<file path="src/rtl/cpu_pkg.sv">
// Shared CPU definitions: instruction classes produced by the decoder and
// consumed by the execution sequencer, plus the stage-enable payload.
package cpu_pkg;

    localparam int unsigned INST_W = 3;

    // Codes 0 and 7 are not assigned to any instruction and decode as illegal.
    typedef enum logic [INST_W-1:0] {
        IC_ILLEGAL = 3'd0,
        IC_ALU     = 3'd1,
        IC_JUMPI   = 3'd2,
        IC_JUMP    = 3'd3,
        IC_MOVE    = 3'd4,
        IC_STORE   = 3'd5,
        IC_LOAD    = 3'd6,
        IC_RSVD    = 3'd7
    } inst_class_t;

    // One-hot datapath stage enables (branch enable is handled separately).
    typedef struct packed {
        logic fetch;
        logic decode;
        logic reg_r;
        logic alu;
        logic reg_w;
        logic mem_r;
        logic mem_w;
    } stage_en_t;

endpackage

</file>
<file path="src/rtl/exec_sequencer_if.sv">
// Sequencer bundle: decoder/memory handshake inputs, stage enables and status.
//   master : drives start, inst_type, is_halt, mem_ready; observes the rest
//   slave  : the sequencer side (exec_sequencer)
interface exec_sequencer_if
    import cpu_pkg::*;
#(
    parameter int unsigned CNT_W = 16
);
    logic                 start;
    logic [INST_W-1:0]    inst_type;
    logic                 is_halt;
    logic                 mem_ready;

    logic                 fetch_unit_en;
    logic                 decoder_en;
    logic                 reg_r_en;
    logic                 alu_en;
    logic                 reg_w_en;
    logic                 memory_r_en;
    logic                 memory_w_en;
    logic                 br_en;

    logic                 inst_retire;
    logic                 illegal;
    logic                 done;
    logic [CNT_W-1:0]     cycle_cnt;
    logic [CNT_W-1:0]     retire_cnt;

    modport master (
        output start, inst_type, is_halt, mem_ready,
        input  fetch_unit_en, decoder_en, reg_r_en, alu_en, reg_w_en,
               memory_r_en, memory_w_en, br_en,
               inst_retire, illegal, done, cycle_cnt, retire_cnt
    );

    modport slave (
        input  start, inst_type, is_halt, mem_ready,
        output fetch_unit_en, decoder_en, reg_r_en, alu_en, reg_w_en,
               memory_r_en, memory_w_en, br_en,
               inst_retire, illegal, done, cycle_cnt, retire_cnt
    );

endinterface

</file>
<file path="src/rtl/perf_counter.sv">
// Event counter that either wraps modulo 2^W or saturates at all-ones.
//   clk, rst_n : clock, async active-low reset
//   inc        : count one event this cycle
//   count      : current count (registered)
module perf_counter #(
    parameter int unsigned W        = 16,
    parameter bit          SATURATE = 1'b0
) (
    input  logic         clk,
    input  logic         rst_n,
    input  logic         inc,
    output logic [W-1:0] count
);

    localparam logic [W-1:0] MAX = '1;

    logic at_max;
    assign at_max = SATURATE && (count == MAX);

    // Increment; a saturating counter stops at MAX.
    always_ff @(posedge clk or negedge rst_n) begin
        if (!rst_n) begin
            count <= '0;
        end else if (inc && !at_max) begin
            count <= count + W'(1);
        end
    end

endmodule

</file>
<file path="src/rtl/exec_sequencer.sv">
// Multi-cycle CPU execution sequencer: walks each instruction through its
// datapath stages, raises one stage enable per cycle, and counts busy cycles
// and retired instructions.
//   clk    : clock
//   init_n : async active-low reset
//   bus    : exec_sequencer_if slave (handshake inputs, enables, status, counters)
// Stage enables and done are registered; br_en, illegal and inst_retire depend
// on the inputs sampled in the current state and are combinational.
module exec_sequencer
    import cpu_pkg::*;
#(
    parameter int unsigned CNT_W = 16
) (
    input  logic            clk,
    input  logic            init_n,
    exec_sequencer_if.slave bus
);

    typedef logic [3:0] seq_state_t;

    localparam seq_state_t S_IDLE    = 4'd0;
    localparam seq_state_t S_FETCH   = 4'd1;
    localparam seq_state_t S_DECODE  = 4'd2;
    localparam seq_state_t S_OPFETCH = 4'd3;
    localparam seq_state_t S_EXEC    = 4'd4;
    localparam seq_state_t S_MEMRD   = 4'd5;
    localparam seq_state_t S_MEMWR   = 4'd6;
    localparam seq_state_t S_WRBACK  = 4'd7;
    localparam seq_state_t S_HALTED  = 4'd8;

    seq_state_t  state_q, state_d;
    inst_class_t cls_q, cls_d;
    inst_class_t dec_cls;
    stage_en_t   en_q;
    logic        done_q;
    logic        retire_c;
    logic        illegal_c;
    logic        br_c;
    logic        cyc_inc;
    logic [CNT_W-1:0] cycle_cnt;
    logic [CNT_W-1:0] retire_cnt;

    assign dec_cls = inst_class_t'(bus.inst_type);

    // Stage enable pattern for a given state.
    function automatic stage_en_t stage_en(input seq_state_t s);
        stage_en_t e;
        e = '0;
        case (s)
            S_FETCH:   e.fetch  = 1'b1;
            S_DECODE:  e.decode = 1'b1;
            S_OPFETCH: e.reg_r  = 1'b1;
            S_EXEC:    e.alu    = 1'b1;
            S_MEMRD:   e.mem_r  = 1'b1;
            S_MEMWR:   e.mem_w  = 1'b1;
            S_WRBACK:  e.reg_w  = 1'b1;
            default:   ;
        endcase
        return e;
    endfunction

    // State register; enables/done registered from the next state so they
    // always reflect the current state.
    always_ff @(posedge clk or negedge init_n) begin
        if (!init_n) begin
            state_q <= S_IDLE;
            cls_q   <= IC_ILLEGAL;
            en_q    <= '0;
            done_q  <= 1'b0;
        end else begin
            state_q <= state_d;
            cls_q   <= cls_d;
            en_q    <= stage_en(state_d);
            done_q  <= (state_d == S_HALTED);
        end
    end

    // Next-state and input-dependent outputs.
    always_comb begin
        state_d   = state_q;
        cls_d     = cls_q;
        retire_c  = 1'b0;
        illegal_c = 1'b0;
        br_c      = 1'b0;
        case (state_q)
            S_IDLE: begin
                if (bus.start) state_d = S_FETCH;
            end
            S_FETCH: begin
                state_d = S_DECODE;
            end
            S_DECODE: begin
                cls_d = dec_cls;
                case (dec_cls)
                    IC_ALU, IC_JUMP, IC_STORE, IC_LOAD: state_d = S_OPFETCH;
                    IC_MOVE: state_d = S_WRBACK;
                    IC_JUMPI: begin
                        retire_c = 1'b1;
                        if (bus.is_halt) begin
                            state_d = S_HALTED;
                        end else begin
                            br_c    = 1'b1;
                            state_d = S_FETCH;
                        end
                    end
                    default: begin
                        illegal_c = 1'b1;
                        state_d   = S_FETCH;
                    end
                endcase
            end
            S_OPFETCH: begin
                case (cls_q)
                    IC_ALU:   state_d = S_EXEC;
                    IC_STORE: state_d = S_MEMWR;
                    IC_LOAD:  state_d = S_MEMRD;
                    default: begin
                        // Only JUMP/BEQ finishes here.
                        br_c     = 1'b1;
                        retire_c = 1'b1;
                        state_d  = S_FETCH;
                    end
                endcase
            end
            S_EXEC: begin
                state_d = S_WRBACK;
            end
            S_MEMRD: begin
                if (bus.mem_ready) state_d = S_WRBACK;
            end
            S_MEMWR: begin
                if (bus.mem_ready) begin
                    retire_c = 1'b1;
                    state_d  = S_FETCH;
                end
            end
            S_WRBACK: begin
                retire_c = 1'b1;
                state_d  = S_FETCH;
            end
            S_HALTED: begin
                state_d = S_HALTED;
            end
            default: begin
                state_d = S_IDLE;
            end
        endcase
    end

    assign cyc_inc = (state_q != S_IDLE) && (state_q != S_HALTED);

    perf_counter #(.W(CNT_W), .SATURATE(1'b1)) u_cycle_cnt (
        .clk   (clk),
        .rst_n (init_n),
        .inc   (cyc_inc),
        .count (cycle_cnt)
    );

    perf_counter #(.W(CNT_W), .SATURATE(1'b0)) u_retire_cnt (
        .clk   (clk),
        .rst_n (init_n),
        .inc   (retire_c),
        .count (retire_cnt)
    );

    assign bus.fetch_unit_en = en_q.fetch;
    assign bus.decoder_en    = en_q.decode;
    assign bus.reg_r_en      = en_q.reg_r;
    assign bus.alu_en        = en_q.alu;
    assign bus.reg_w_en      = en_q.reg_w;
    assign bus.memory_r_en   = en_q.mem_r;
    assign bus.memory_w_en   = en_q.mem_w;
    assign bus.br_en         = br_c;
    assign bus.inst_retire   = retire_c;
    assign bus.illegal       = illegal_c;
    assign bus.done          = done_q;
    assign bus.cycle_cnt     = cycle_cnt;
    assign bus.retire_cnt    = retire_cnt;

endmodule

</file>
<file path="src/flat_wrapper.sv">
// flat-port wrapper written by rule: the top's interface ports become plain ports
module exec_sequencer_flat import cpu_pkg::*;
#(
    parameter int unsigned CNT_W = 16
)
  (clk, init_n, bus_start, bus_inst_type, bus_is_halt, bus_mem_ready, bus_fetch_unit_en, bus_decoder_en, bus_reg_r_en, bus_alu_en, bus_reg_w_en, bus_memory_r_en, bus_memory_w_en, bus_br_en, bus_inst_retire, bus_illegal, bus_done, bus_cycle_cnt, bus_retire_cnt);
  exec_sequencer_if #(.CNT_W(CNT_W)) bus_i ();
  input  logic clk;
  input  logic init_n;
  input wire logic [$bits(bus_i.start)-1:0] bus_start;
  input wire logic [$bits(bus_i.inst_type)-1:0] bus_inst_type;
  input wire logic [$bits(bus_i.is_halt)-1:0] bus_is_halt;
  input wire logic [$bits(bus_i.mem_ready)-1:0] bus_mem_ready;
  output wire logic [$bits(bus_i.fetch_unit_en)-1:0] bus_fetch_unit_en;
  output wire logic [$bits(bus_i.decoder_en)-1:0] bus_decoder_en;
  output wire logic [$bits(bus_i.reg_r_en)-1:0] bus_reg_r_en;
  output wire logic [$bits(bus_i.alu_en)-1:0] bus_alu_en;
  output wire logic [$bits(bus_i.reg_w_en)-1:0] bus_reg_w_en;
  output wire logic [$bits(bus_i.memory_r_en)-1:0] bus_memory_r_en;
  output wire logic [$bits(bus_i.memory_w_en)-1:0] bus_memory_w_en;
  output wire logic [$bits(bus_i.br_en)-1:0] bus_br_en;
  output wire logic [$bits(bus_i.inst_retire)-1:0] bus_inst_retire;
  output wire logic [$bits(bus_i.illegal)-1:0] bus_illegal;
  output wire logic [$bits(bus_i.done)-1:0] bus_done;
  output wire logic [$bits(bus_i.cycle_cnt)-1:0] bus_cycle_cnt;
  output wire logic [$bits(bus_i.retire_cnt)-1:0] bus_retire_cnt;
  assign bus_i.start = bus_start;
  assign bus_i.inst_type = bus_inst_type;
  assign bus_i.is_halt = bus_is_halt;
  assign bus_i.mem_ready = bus_mem_ready;
  assign bus_fetch_unit_en = bus_i.fetch_unit_en;
  assign bus_decoder_en = bus_i.decoder_en;
  assign bus_reg_r_en = bus_i.reg_r_en;
  assign bus_alu_en = bus_i.alu_en;
  assign bus_reg_w_en = bus_i.reg_w_en;
  assign bus_memory_r_en = bus_i.memory_r_en;
  assign bus_memory_w_en = bus_i.memory_w_en;
  assign bus_br_en = bus_i.br_en;
  assign bus_inst_retire = bus_i.inst_retire;
  assign bus_illegal = bus_i.illegal;
  assign bus_done = bus_i.done;
  assign bus_cycle_cnt = bus_i.cycle_cnt;
  assign bus_retire_cnt = bus_i.retire_cnt;
  exec_sequencer #(.CNT_W(CNT_W)) u_core (.clk(clk), .init_n(init_n), .bus(bus_i));
endmodule
</file>
<file path="config.mk">
export PLATFORM = sky130hd
export DESIGN_NAME = exec_sequencer_flat
export DESIGN_NICKNAME = d
export VERILOG_FILES = /design/src/rtl/cpu_pkg.sv /design/src/rtl/exec_sequencer_if.sv /design/src/rtl/perf_counter.sv /design/src/rtl/exec_sequencer.sv /design/src/flat_wrapper.sv
export SDC_FILE = /design/constraint.sdc
export NUM_CORES = 1
export LEC_CHECK = 0
export CAP_MARGIN = 20
export CORE_MARGIN = 3
export CORE_UTILIZATION = 25
export CTS_BUF_LIST = sky130_fd_sc_hd__clkbuf_8
export CTS_CLUSTER_SIZE = 30
export DETAILED_ROUTE_END_ITERATION = 8
export PLACE_DENSITY = 0.44
export SLEW_MARGIN = 25
export SYNTH_ARGS = -nofsm -noshare
export SYNTH_HDL_FRONTEND = slang
export SYNTH_SLANG_ARGS = --single-unit
</file>
<file path="constraint.sdc">
create_clock -name clk -period 3.6 [get_ports clk]
set_input_delay 0.36 -clock clk [delete_from_list [all_inputs] [get_ports clk]]
set_output_delay 0.36 -clock clk [all_outputs]
set_load 0.05 [all_outputs]
</file>
# Yosys cells after proc, flatten, opt, wreduce, memory -nomap -nowiden
# Index checks and enable logic that the tools add are counted.
[op_classes]
add_sub_neg = 2
n_eq_ne = 27
mux = 23
reduce_logical = 8
[ops]
columns = ["cell", "count"]
rows = [
  ["$pmux 4 s9", 1],
  ["$add 16x1->16 const B", 2],
  ["$eq 4x3->1 const B", 8],
  ["$eq 16x16->1 const B", 1],
  ["$eq 4x2->1 const B", 4],
  ["$mux 4", 4],
  ["$eq 3x3->1 const B", 5],
  ["$mux 1", 14],
  ["$pmux 4 s3", 1],
  ["$pmux 3 s3", 1],
  ["$eq 4x1->1 const B", 2],
  ["$eq 4x4->1 const B", 2],
  ["$eq 3x1->1 const B", 2],
  ["$eq 3x2->1 const B", 2],
  ["$reduce_or 6->1", 1],
  ["$logic_not 4->1", 1],
  ["$ne 4x4->1 const B", 1],
  ["$pmux 1 s4", 1],
  ["$reduce_bool 4->1", 1],
  ["$reduce_or 4->1", 1],
  ["$reduce_or 3->1", 1],
  ["$logic_and 1x1->1", 2],
  ["$pmux 1 s2", 1],
  ["$logic_not 1->1", 1],
]
[word_totals]
regBits = 47
inputBits = 8
out_inout_bits = 43
word_cells = 72

# Logic depth before layout (Yosys ltp)
# Gate-level depths: netlist of run 1.
[depth]
word_depth = 6
mapped_depth = 7
depth_no_buf = 5

# By module
# From an unflattened synthesis of run 1, not the netlist that was laid out.
[unflattened]
cells_unflattened = 201
area_unflattened_um2 = 2290.9
[modules_own_cells]
columns = ["module", "n_inst", "cells_each", "area_per_inst_um2", "seq_area_each_um2"]
rows = [
  ["perf_counter (u_core.u_cycle_cnt)", 1, 69, 800.8, 400.4],
  ["exec_sequencer", 1, 76, 794.5, 375.4],
  ["perf_counter (u_core.u_retire_cnt)", 1, 56, 695.7, 400.4],
]

# Least setup slack after synthesis of run 1
# OpenSTA, ideal clock, no wires.
[synth_path]
path_type = "flip-flop to output port"
startpoint = "register u_core.state_q[2]"
endpoint = "output port bus_br_en"
t_arrival_ps = 1697
required_time_ps = 3240
path_slack_ps = 1543
stages_incl_launch_ff = 6
n_path_buf = 2
path_cell_list = "dfrtp_1 -> buf_4 -> and4bb_2 -> o211a_2 -> buf_4 -> o21bai_1"
[synth_between]
elab_chain_len = 2
elab_cells_between_ends = 3
classes_between = "eq/ne (2); mux (1)"
[synth_lines]
columns = ["element", "line_no", "rtl"]
rows = [
  ["start, declared", "exec_sequencer.sv:31", "seq_state_t state_q, state_d;"],
  ["start signal, assigned", "exec_sequencer.sv:71", "state_q <= state_d;"],
  ["$eq 4x2->1", "exec_sequencer.sv:85", "case (state_q)"],
  ["$pmux 1 s2 (*)", "exec_sequencer.sv:85", ""],
  ["end, declared", "flat_wrapper.sv:21", "output wire logic [$bits(bus_i.br_en)-1:0] bus_br_en;"],
]
# Mark *: on every way between the ends. The rest lies on a longest branch, timed or not.

# Worst setup path in the final report of run 1
[layout_path]
startpoint = "register u_core.state_q[2]"
endpoint = "output port bus_illegal"
[layout_between]
elab_chain_len = 2
[layout_lines]
columns = ["element", "line_no", "rtl"]
rows = [
  ["$eq 4x2->1", "exec_sequencer.sv:85", ""],
  ["$mux 1", "exec_sequencer.sv:85", ""],
  ["end, declared", "flat_wrapper.sv:23", "output wire logic [$bits(bus_i.illegal)-1:0] bus_illegal;"],
]
# No other way between the ends.

==> results of run 1 <==
==> Yosys cell counts (2+ instances only) <==
cell type  instances
a211oi_1           3
a21oi_1            5
a31oi_1            3
and2_1             3
and3_1             5
buf_2              5
buf_4              2
clkbuf_1           3
dfrtp_1           47
ha_1               2
inv_1              8
mux2_2             3
nand2_1           20
nand2b_1           2
nand3_1            7
nand4_1            5
nor2_1             8
nor2b_1            6
nor3_1            12
nor3b_1            2
nor4_1             3
o2111ai_1          5
o211ai_1           8
o21ai_0            5
o21bai_1           2
or2_2              2
xnor2_1           16
xor2_1            11
==> logic make-up (layout without fill, tap and decap cells) <==
family                     after synthesis  after routing  synth area share
AOI/OAI and AO/OA                       40             40            0.1256
xor gates and xnor gates                27             27            0.1006
adders and majority gates                2              2           0.01064
buffers and inverters                   20             71           0.04151
DFF                                     47             47            0.5003
muxes                                    4              4           0.01863
and+or+nand+nor                         83             83            0.2028
==> metal layers <==
metal / global-route usage / vias up / share of wire
met1: 0.1572 / 893 / 0.51
met5: 0 / - / 0
met2: 0.1603 / 47 / 0.44
met4: 0.02590 / 0 / 0.0046
met3: 0.02909 / 2 / 0.050
li1: - / 893 / -
==> power breakdown <==
part           total (W)  internal, W  switching [W]  leakage [nW]
clock network   0.000332     0.000155       0.000177        0.0526
registers       0.000829     0.000662       0.000167         0.620
logic            0.00117     0.000413       0.000757         0.590
total            0.00233      0.00123        0.00110          1.26
==> registers in the layout, indices dropped and copies added, names as in the netlist <==
name and flops:
u_core.cls_q 3, u_core.bus.alu_en 1, u_core.bus.memory_w_en 1, u_core.u_cycle_cnt.count 16, u_core.bus.decoder_en 1, u_core.bus.reg_w_en 1
u_core.u_retire_cnt.count 16, u_core.bus.reg_r_en 1, u_core.bus.memory_r_en 1, u_core.state_q 4, u_core.bus.fetch_unit_en 1, u_core.bus.done 1
==> cell type report <==
class | count | area share
Sequential cell | 47 | 0.3864
Multi-Input combinational cell | 156 | 0.3539
Timing Repair Buffer | 54 | 0.1726
Tap cell | 108 | 0.04439
Clock buffer | 6 | 0.02713
Inverter | 9 | 0.01151
Clock inverter | 2 | 0.004110
==> final timing paths <==
kind | end | startpoint | slack (ps)
worst max-delay path | bus_illegal | u_core.state_q[2] | 570
worst min-delay path | u_core.u_cycle_cnt.count[13] | init_n | 10
worst max register to register | u_core.bus.alu_en | u_core.state_q[2] | 1620
worst min register to register | u_core.u_retire_cnt.count[15] | u_core.u_retire_cnt.count[15] | 490
max in group asynchronous | u_core.bus.memory_r_en | init_n | 2840
min in group clk | u_core.u_retire_cnt.count[15] | u_core.u_retire_cnt.count[15] | 490
==> stage by stage <==
| step | power [W] | cells | utilization | instance area [sq um] | worst slack [ps] |
|---|---|---|---|---|---|
| 2_1_floorplan | 0.001656 | 223 | - | 2351 | 1543 |
| 3_3_place_gp | 0.002019 | 374 | 0.3301 | 2949 | 838.1 |
| 3_5_place_dp | 0.002015 | 374 | 0.3301 | 2949 | 806.2 |
| 4_1_cts | 0.002366 | 382 | 0.3408 | 3044 | 533.3 |
| 5_1_grt | 0.002488 | 382 | 0.3408 | 3044 | 419.9 |
| 6_report | 0.002331 | 382 | 0.3408 | 3044 | 569.9 |
==> impl_results.md, run 1 <==
- Run status: finished, final reports clean
- Worst slack on hold paths: 10.96 ps
- Reg area: 1176 sq um
- Critical path depth in cells: 4
- Fraction of layout cells with a size suffix above 1: 0.09854
- I/O pin count: roughly 50
- Mapped Cells: 223
- Post-CTS Resized: 0
- Register area share after synthesis: 0.5003
- Worst slew margin: 0.5043
- Multi-input gate area: ~1100 sq um
- Most used DFF post-synth: dfrtp_1
- Num Clock Sinks: between 40 and 50
- H-tree depth: 2
- Fillers: 939
- Clock Path Buffers: 2
- Crit path time final: between 3000 and 4000 ps
- Post-CTS Setup Repair Bufs: 0
- Final hold vios: 0
- Largest fanout on the critical path: 13
- ANT cells: 0
- Period utilization: 0.8417
- Netlist cell types: 48
- Slew Limit Fails: 0
- Buf/Inv on CP: 1
- Die Span Y: around 100 microns
- Area delta synth->final: 29.48%
- Critical-path cell list: or4b_1, nor2_1, and2_1, clkdlybuf4s50_1
- Cell family with most CP delay: simple AND/OR/NAND/NOR gates
- Initial Util: 0.2632
- RSZ-0062 raised after global routing: false
- Worst Reg2Reg Path Length in Cells: 4
- Pin count of the biggest net entering global routing: 29
- Cell taking the most area after synthesis: dfrtp_1
- Async SR Flop Fraction: 1.000
- CTS tree: done
- Data required, critical path: between 3000 and 4000 ps
- Final HPWL from detailed placement: approximately 4000 microns
- Total GRT Usage: 0.1084
- Vias in the first global route: between 1500 and 2000
- Antenna viol nets, final: 0
- Leakage power: ~1.3 nW
- Critical path startpoint category: flip-flop
- Mapped cell area: ~2400 sq um
- Number of flops mapped to enable cells by yosys: 0
- # hold bufs at CTS: 0
- Hold Crit Class: primary input to asynchronous set/reset pin
- Max Cap Viol: 0
- Area share of the largest cell type after synthesis: 0.5003
- Wire per inst: ~14 microns
- CTS Buf Count: 5
- CP Class: flip-flop to output pin
- Worst-path clk slew: about 90 ps
- Max Freq: 330.0 MHz
- Top cells by area, synth: dfrtp_1 (50%), xnor2_1 (6.0%), xor2_1 (4.1%), nand2_1 (3.2%), nor3_1 (2.6%)
- Final setup vio count: 0
- GRT Residual Overflow: 0
- Most frequent cells in the layout: clkdlybuf4s50_1 (49), dfrtp_1 (47), nand2_1 (20)
- Mapped Nets: 233
- Antenna violations before repair: 0
- Clock Skew: a little under 9 ps
- Post-layout nets: approximately 280
- Global-route wire length before repair: ~9000 microns
- Register bit count reported by yosys: 47
- Power Density: around 770 nW/um^2
- Largest stage delay on the critical path: roughly 800 ps
- Final TNS setup: 0 ps
- Final wirelength: around 5500 microns
- Core ar.: slightly below 9000 sq um
- CP Capture Type: output pin
- Total number of yosys warnings: 0
- FP Rows: 34
- Router iterations before antenna repair: 4
- Worst slew pin tran: 743.6 ps
- Syn avg cell area: between 10 and 15 sq um
- Via count: around 1800
- Avg Vias per Cell: slightly below 5
- Crit path DAT: about 2700 ps
- DRT iter0 DRCs: 44
- CTS Root Cell: clkbuf_8
- Most common cell after layout, fill and taps aside: clkdlybuf4s50_1
- I/O Buffers: 50
- Die Width: around 100 microns
- Worst skew pair latency: 290 ps
- Max VDD drop: 0.5699 mV
- Slowest CP cell: clkdlybuf4s50_1
- Routability Congestion: about 0.8
- Die ar.: between 10000 and 15000 sq um
- Residual DRC: 0
Note: power is estimated with default switching activity, not from simulation.
==> inputs of run 2 (changes only) <==
clock period = 3.15 ns   (was 3.6 ns; I/O delays follow)
==> run 2 against run 1 <==
Clock power grew 58%. Critical path depth did not move. Die area unchanged. Clock skew is 2.7 ps lower. Non-clock buffer count increased by 1. Via count grew 0.22%. Sequential share of layout area decreased by 0.53 points. Flip-flop and latch count unchanged. Global-route usage up 0.20 points. First-iteration DRC count up 23%. Register-to-register slack got worse by 480 ps. Critical endpoint unchanged.
==> impl_results.md, run 2 (synthesized netlist as in run 1, its figures left out) <==
- Avg Vias per Cell: just under 5
- Largest stage delay on the critical path: 800 ps
- Clock Skew: between 6 and 7 ps
- Max Cap Viol: 0
- Crit path time final: 2956 ps
- Via count: ~1800
- Final setup vio count: 0
- Worst slack on hold paths: around 42 ps
- Max Freq: around 340 MHz
- Clock Path Buffers: 2
- Critical path startpoint category: flip-flop
- Worst slew margin: 0.5127
- Router iterations before antenna repair: 4
- Initial Util: 0.2632
- I/O pin count: 51
- Post-CTS Setup Repair Bufs: 0
- Post-layout nets: roughly 280
- CP Class: flip-flop to output pin
- Core ar.: 8934 sq um
- Core Util, Final: 0.3455
- Largest registers: u_core.u_cycle_cnt.count (16), u_core.u_retire_cnt.count (16), u_core.state_q (4)
- H-tree depth: 2
- Final hold vios: 0
- Worst Setup Slack, final: around 190 ps
- Most common cell after layout, fill and taps aside: clkdlybuf4s50_1
- ANT cells: 0
- FP Rows: 34
- Vias in the first global route: roughly 1800
- Post-CTS Resized: 0
- CTS Buf Count: 5
- Area delta synth->final: 31.29%
- Antenna violations before repair: 0
- Antenna viol nets, final: 0
- Die Span Y: slightly above 100 microns
- Die ar.: roughly 11000 sq um
- Largest fanout on the critical path: 12
- Worst slew pin tran: around 730 ps
- CTS Root Cell: clkbuf_8
- CP Capture Type: output pin
- Slew Limit Fails: 0
- Num Clock Sinks: between 40 and 50
- Worst-path clk slew: 90 ps
- Worst skew pair latency: about 300 ps
- Hold Crit Class: primary input to asynchronous set/reset pin
- DRT iter0 DRCs: between 50 and 60
- I/O Buffers: 50
- Total power: approximately 0.0028 W
- Max VDD drop: about 0.64 mV
- Die Width: 103.0 microns
- Leakage power: approximately 1.3 nW
- Wire per inst: approximately 15 microns
- Cell family with most CP delay: simple AND/OR/NAND/NOR gates
- Final HPWL from detailed placement: 4065 microns
- Global-route wire length before repair: just over 9000 microns
- GRT Residual Overflow: 0
- Period utilization: 0.9386
- Buf/Inv on CP: 1
- Final wirelength: between 5000 and 6000 microns
- Power Density: ~910 nW/um^2
- Total GRT Usage: 0.1104
- Run status: finished, final reports clean
- Crit path DAT: between 2000 and 3000 ps
- Critical-path cell list: or4b_1, nor2_1, and2_1, clkdlybuf4s50_1
- Routability Congestion: between 0.7 and 0.8
- Fillers: just over 900
- Most frequent cells in the layout: clkdlybuf4s50_1 (48), dfrtp_1 (47), nand2_1 (20)
- Final TNS setup: 0 ps
- Data required, critical path: 2830 ps
- # hold bufs at CTS: 0
- Post-Place Worst Slack: just over 500 ps
- Fraction of layout cells with a size suffix above 1: 0.1055
- Pin count of the biggest net entering global routing: 29
- CTS tree: done
- RSZ-0062 raised after global routing: false
- Residual DRC: 0
- Slowest CP cell: clkdlybuf4s50_1
## run 2: cell count changes in the layout (fill, tap and decap cells not counted), sizes merged
| cell | previous run | this run |
|---|---|---|
| buf | 5 | 7 |
| clkdlybuf4s50 | 49 | 48 |
| clkbuf | 6 | 5 |
| clkinv | 2 | 1 |
| bufinv | 0 | 2 |
## run 2: area by class of cell
| class | count | area (sq um) | share of cell area |
|---|---|---|---|
| clock buffer | 5 | 68.82 | 0.02229 |
| clock inverter | 3 | 63.81 | 0.02067 |
| inverter | 9 | 35.03 | 0.01135 |
| multi-input combinational | 156 | 1077 | 0.3490 |
| sequential | 47 | 1176 | 0.3810 |
| tap | 108 | 135.1 | 0.04378 |
| timing repair buffer | 55 | 530.5 | 0.1719 |
## run 2: power by group
| group | total (W) | switching, W | internal (W) |
|---|---|---|---|
| Combinational | 0.00136 | 0.000886 | 0.000477 |
| Sequential | 0.000933 | 0.000176 | 0.000757 |
| Clock | 0.000525 | 0.000210 | 0.000314 |
## run 2: final timing paths
| kind | start | endpoint | slack [ps] | cells past startpoint |
|---|---|---|---|---|
| worst max-delay path | u_core.state_q[0] | bus_illegal | 190 | 4 |
| worst min-delay path | init_n | u_core.u_cycle_cnt.count[4] | 40 | 1 |
| worst max register to register | u_core.state_q[2] | u_core.u_retire_cnt.count[1] | 1140 | 5 |
| worst min register to register | u_core.u_retire_cnt.count[15] | u_core.u_retire_cnt.count[15] | 490 | 1 |
| max in group asynchronous | init_n | u_core.u_cycle_cnt.count[5] | 2380 | 2 |
| min in group clk | u_core.u_retire_cnt.count[15] | u_core.u_retire_cnt.count[15] | 490 | 1 |
## run 2: through the flow
step           area, sq um  instances
2_1_floorplan         2351        223
3_3_place_gp          2954        375
3_5_place_dp          2954        375
4_1_cts               3087        383
5_1_grt               3087        383
6_report              3087        383
## run 2: per-layer routing
layer,vias to the layer above,part of all wire,global-route usage
li1,896,-,-
met1,895,0.51,0.1486
met2,44,0.44,0.1741
met3,4,0.051,0.03248
met4,0,0.0047,0.02789
met5,-,0,0
==> inputs of run 3 (changes only) <==
ABC_AREA = 1   (was not set)
PLACE_DENSITY = 0.43   (was 0.44)
==> run 3 against run 2 <==
Global-route usage increased by 1.1 points. Synthesized cell count increased by 79%. Register-to-register slack improved by 240 ps. Critical path depth increased by 1. Flip-flop and latch count unchanged. Via count increased by 41%. Hold slack improved by 12 ps.
==> impl_results.md, run 3 <==
- Fraction of layout cells with a size suffix above 1: 0.08571
- Power Density: between 700 and 800 nW/um^2
- Area share of the largest cell type after synthesis: 0.4048
- Met3 Use GR: 0.02653
- Slew Limit Fails: 0
- Fillers: about 1200
- H-tree depth: 2
- Clock Skew: just over 9 ps
- Largest registers: u_core.u_cycle_cnt.count (16), u_core.u_retire_cnt.count (16), u_core.state_q (4)
- Avg Vias per Cell: 4.371
- Worst slew margin: 0.5237
- Router iterations before antenna repair: 4
- Antenna viol nets, final: 0
- Met2 GRT Util: 0.1971
- Vias in the first global route: 2587
- Worst-path clk slew: 90 ps
- Most common cell in the netlist: nand2_1
- CTS Buf Count: 5
- Die Width: ~110 microns
- Mapped Cells: 400
- Run status: finished, final reports clean
- Critical-path cell list: nand2_4, nor2_8, nand2_4, o21ai_0, clkdlybuf4s50_1
- Final non-filler cell total: roughly 600
- Multi-input gate area: approximately 1500 sq um
- Die Span Y: approximately 110 microns
- Via count: between 2000 and 3000
- Netlist cell types: 26
- Most common cell after layout, fill and taps aside: nand2_1
- Slowest CP cell: clkdlybuf4s50_1
- Max VDD drop: between 0.3 and 0.4 mV
- Worst slew pin tran: about 710 ps
- Crit path time final: 2645 ps
- RSZ-0062 raised after global routing: false
- Final wirelength: about 7200 microns
- Largest stage delay on the critical path: around 840 ps
- DRT iter0 DRCs: 104
- Most used DFF post-synth: dfrtp_1
- Total number of yosys warnings: 0
- Clock Path Buffers: 2
- Register area share after synthesis: 0.4048
- Max Freq: roughly 380 MHz
- Largest fanout on the critical path: 10
- ANT cells: 0
- Number of flops mapped to enable cells by yosys: 0
- Crit path DAT: 2330 ps
- Cells after DPL: roughly 590
- Post-CTS Setup Repair Bufs: 0
- Buf/Inv on CP: 1
- Reg area: 1176 sq um
- CTS Root Cell: clkbuf_8
- Leakage power: 1.718 nW
- Period utilization: 0.8398
- Syn avg cell area: a little over 7 sq um
- Die ar.: about 13000 sq um
- Cell taking the most area after synthesis: dfrtp_1
- R2R Path End: u_core.u_retire_cnt.count[8]
- # hold bufs at CTS: 0
- CP Capture Type: output pin
- Most frequent cells in the layout: nand2_1 (162), clkdlybuf4s50_1 (49), nor2_1 (47), dfrtp_1 (47), inv_1 (43)
- Synth top cells by count: nand2_1 (162), dfrtp_1 (47), nor2_1 (47)
- Num Clock Sinks: 47
- Async SR Flop Fraction: 1.000
- CP dominant cell by count: nand2_4
- Gr busiest metal: met2
- Mapped cell area: 2905 sq um
- Initial Util: 0.2623
- Pin count of the biggest net entering global routing: 32
- Wire per inst: around 12 microns
- Critical R2R Launch: u_core.u_retire_cnt.count[0]
- CP Class: flip-flop to output pin
- Post-CTS Resized: 0
- Global-route wire length before repair: 12770 microns
- Mapped Nets: 410
- FP Rows: 38
- Post-layout nets: about 460
- Routability Congestion: around 0.81
- Critical path startpoint category: flip-flop
- Data required, critical path: about 2800 ps
- Reg-to-reg setup timing slack: 1380 ps
- Hold Crit Class: primary input to asynchronous set/reset pin
- I/O Buffers: 50
- I/O pin count: 51
- Final HPWL from detailed placement: around 5500 microns
- Register bit count reported by yosys: 47
- Grt met1 use: 0.1641
- Residual DRC: 0
- Core ar.: about 11000 sq um
- Cell family with most CP delay: buffers and inverters
- Worst Reg2Reg Path Length in Cells: 8
- Antenna violations before repair: 0
- Total GRT Usage: 0.1215
- Worst skew pair latency: approximately 310 ps
- Max Cap Viol: 0
- Top cells by area, synth: dfrtp_1 (40%), nand2_1 (21%), nor2_1 (6.1%), inv_1 (5.4%), xor2_1 (3.3%)
- Final hold vios: 0
- GRT Residual Overflow: 0
- Final TNS setup: 0 ps
- Final setup vio count: 0
- Critical path depth in cells: 5
- CTS tree: done
- Area delta synth->final: 25.24%
==> run 3: where the power goes <==
group	total, W	internal [W]	switching (W)
Sequential	0.000901	0.000742	0.000159
Combinational	0.00147	0.000457	0.00102
Clock	0.000411	0.000198	0.000213
Total	0.00279	0.00140	0.00139
==> run 3: cell type report <==
cell class | count | share of cell area
well taps | 140 | 0.04814
clock inverters | 1 | 0.001032
multi-input cells | 303 | 0.4137
flip-flops and latches | 47 | 0.3232
repair buffers | 52 | 0.1403
clock buffers | 7 | 0.02648
inverters | 45 | 0.04711
==> run 3: logic make-up after synthesis <==
| logic type | synth area share |
|---|---|
| xor gates and xnor gates | 0.04221 |
| AOI/OAI and AO/OA | 0.03790 |
| DFF | 0.4048 |
| adders and majority gates | 0.008612 |
| buffers and inverters | 0.07709 |
| and+or+nand+nor | 0.4294 |
==> run 3: worst register-to-register path: stages, from the launching register on <==
cell and delay (ps):
dfrtp_1 450, ha_1 310, inv_1 90, nor2_1 280, nand3_1 170, nor2_1 180
nand2_1 80, nand2_1 70, nand2_1 40
==> run 3: stage by stage <==
| stage | setup WS (ps) | hold WS [ps] | total power, W | util | area [sq um] |
|---|---|---|---|---|---|
| floorplan | 886.5 | 19.41 | 0.002025 | - | 2905 |
| global placement | 654.0 | 434.0 | 0.002412 | 0.3194 | 3538 |
| detailed placement | 653.1 | 434.1 | 0.002412 | 0.3194 | 3538 |
| CTS | 456.7 | 88.42 | 0.002847 | 0.3284 | 3638 |
| global route | 238.4 | 125.7 | 0.003023 | 0.3284 | 3638 |
| finish | 504.6 | 54.42 | 0.002787 | 0.3284 | 3638 |
==> run 3: worst max-delay path by stage <==
| stage | startpoint | end | slack, ps |
|---|---|---|---|
| after detailed placement | bus_inst_type[2] | bus_br_en | 650 |
| after global routing | u_core.state_q[1] | bus_br_en | 240 |
| after floorplan | u_core.state_q[3] | bus_br_en | 890 |
| after global placement | bus_inst_type[2] | bus_br_en | 650 |
| after CTS | u_core.state_q[1] | bus_br_en | 460 |
| final | u_core.state_q[1] | bus_br_en | 500 |
==> run 3: per-layer routing <==
metal	share of wire	wire (microns)	vias to the layer above
li1	-	-	1356
met1	0.48	3447	1195
met2	0.47	3413	40
met3	0.035	253	10
met4	0.012	88	0
met5	0	0	-
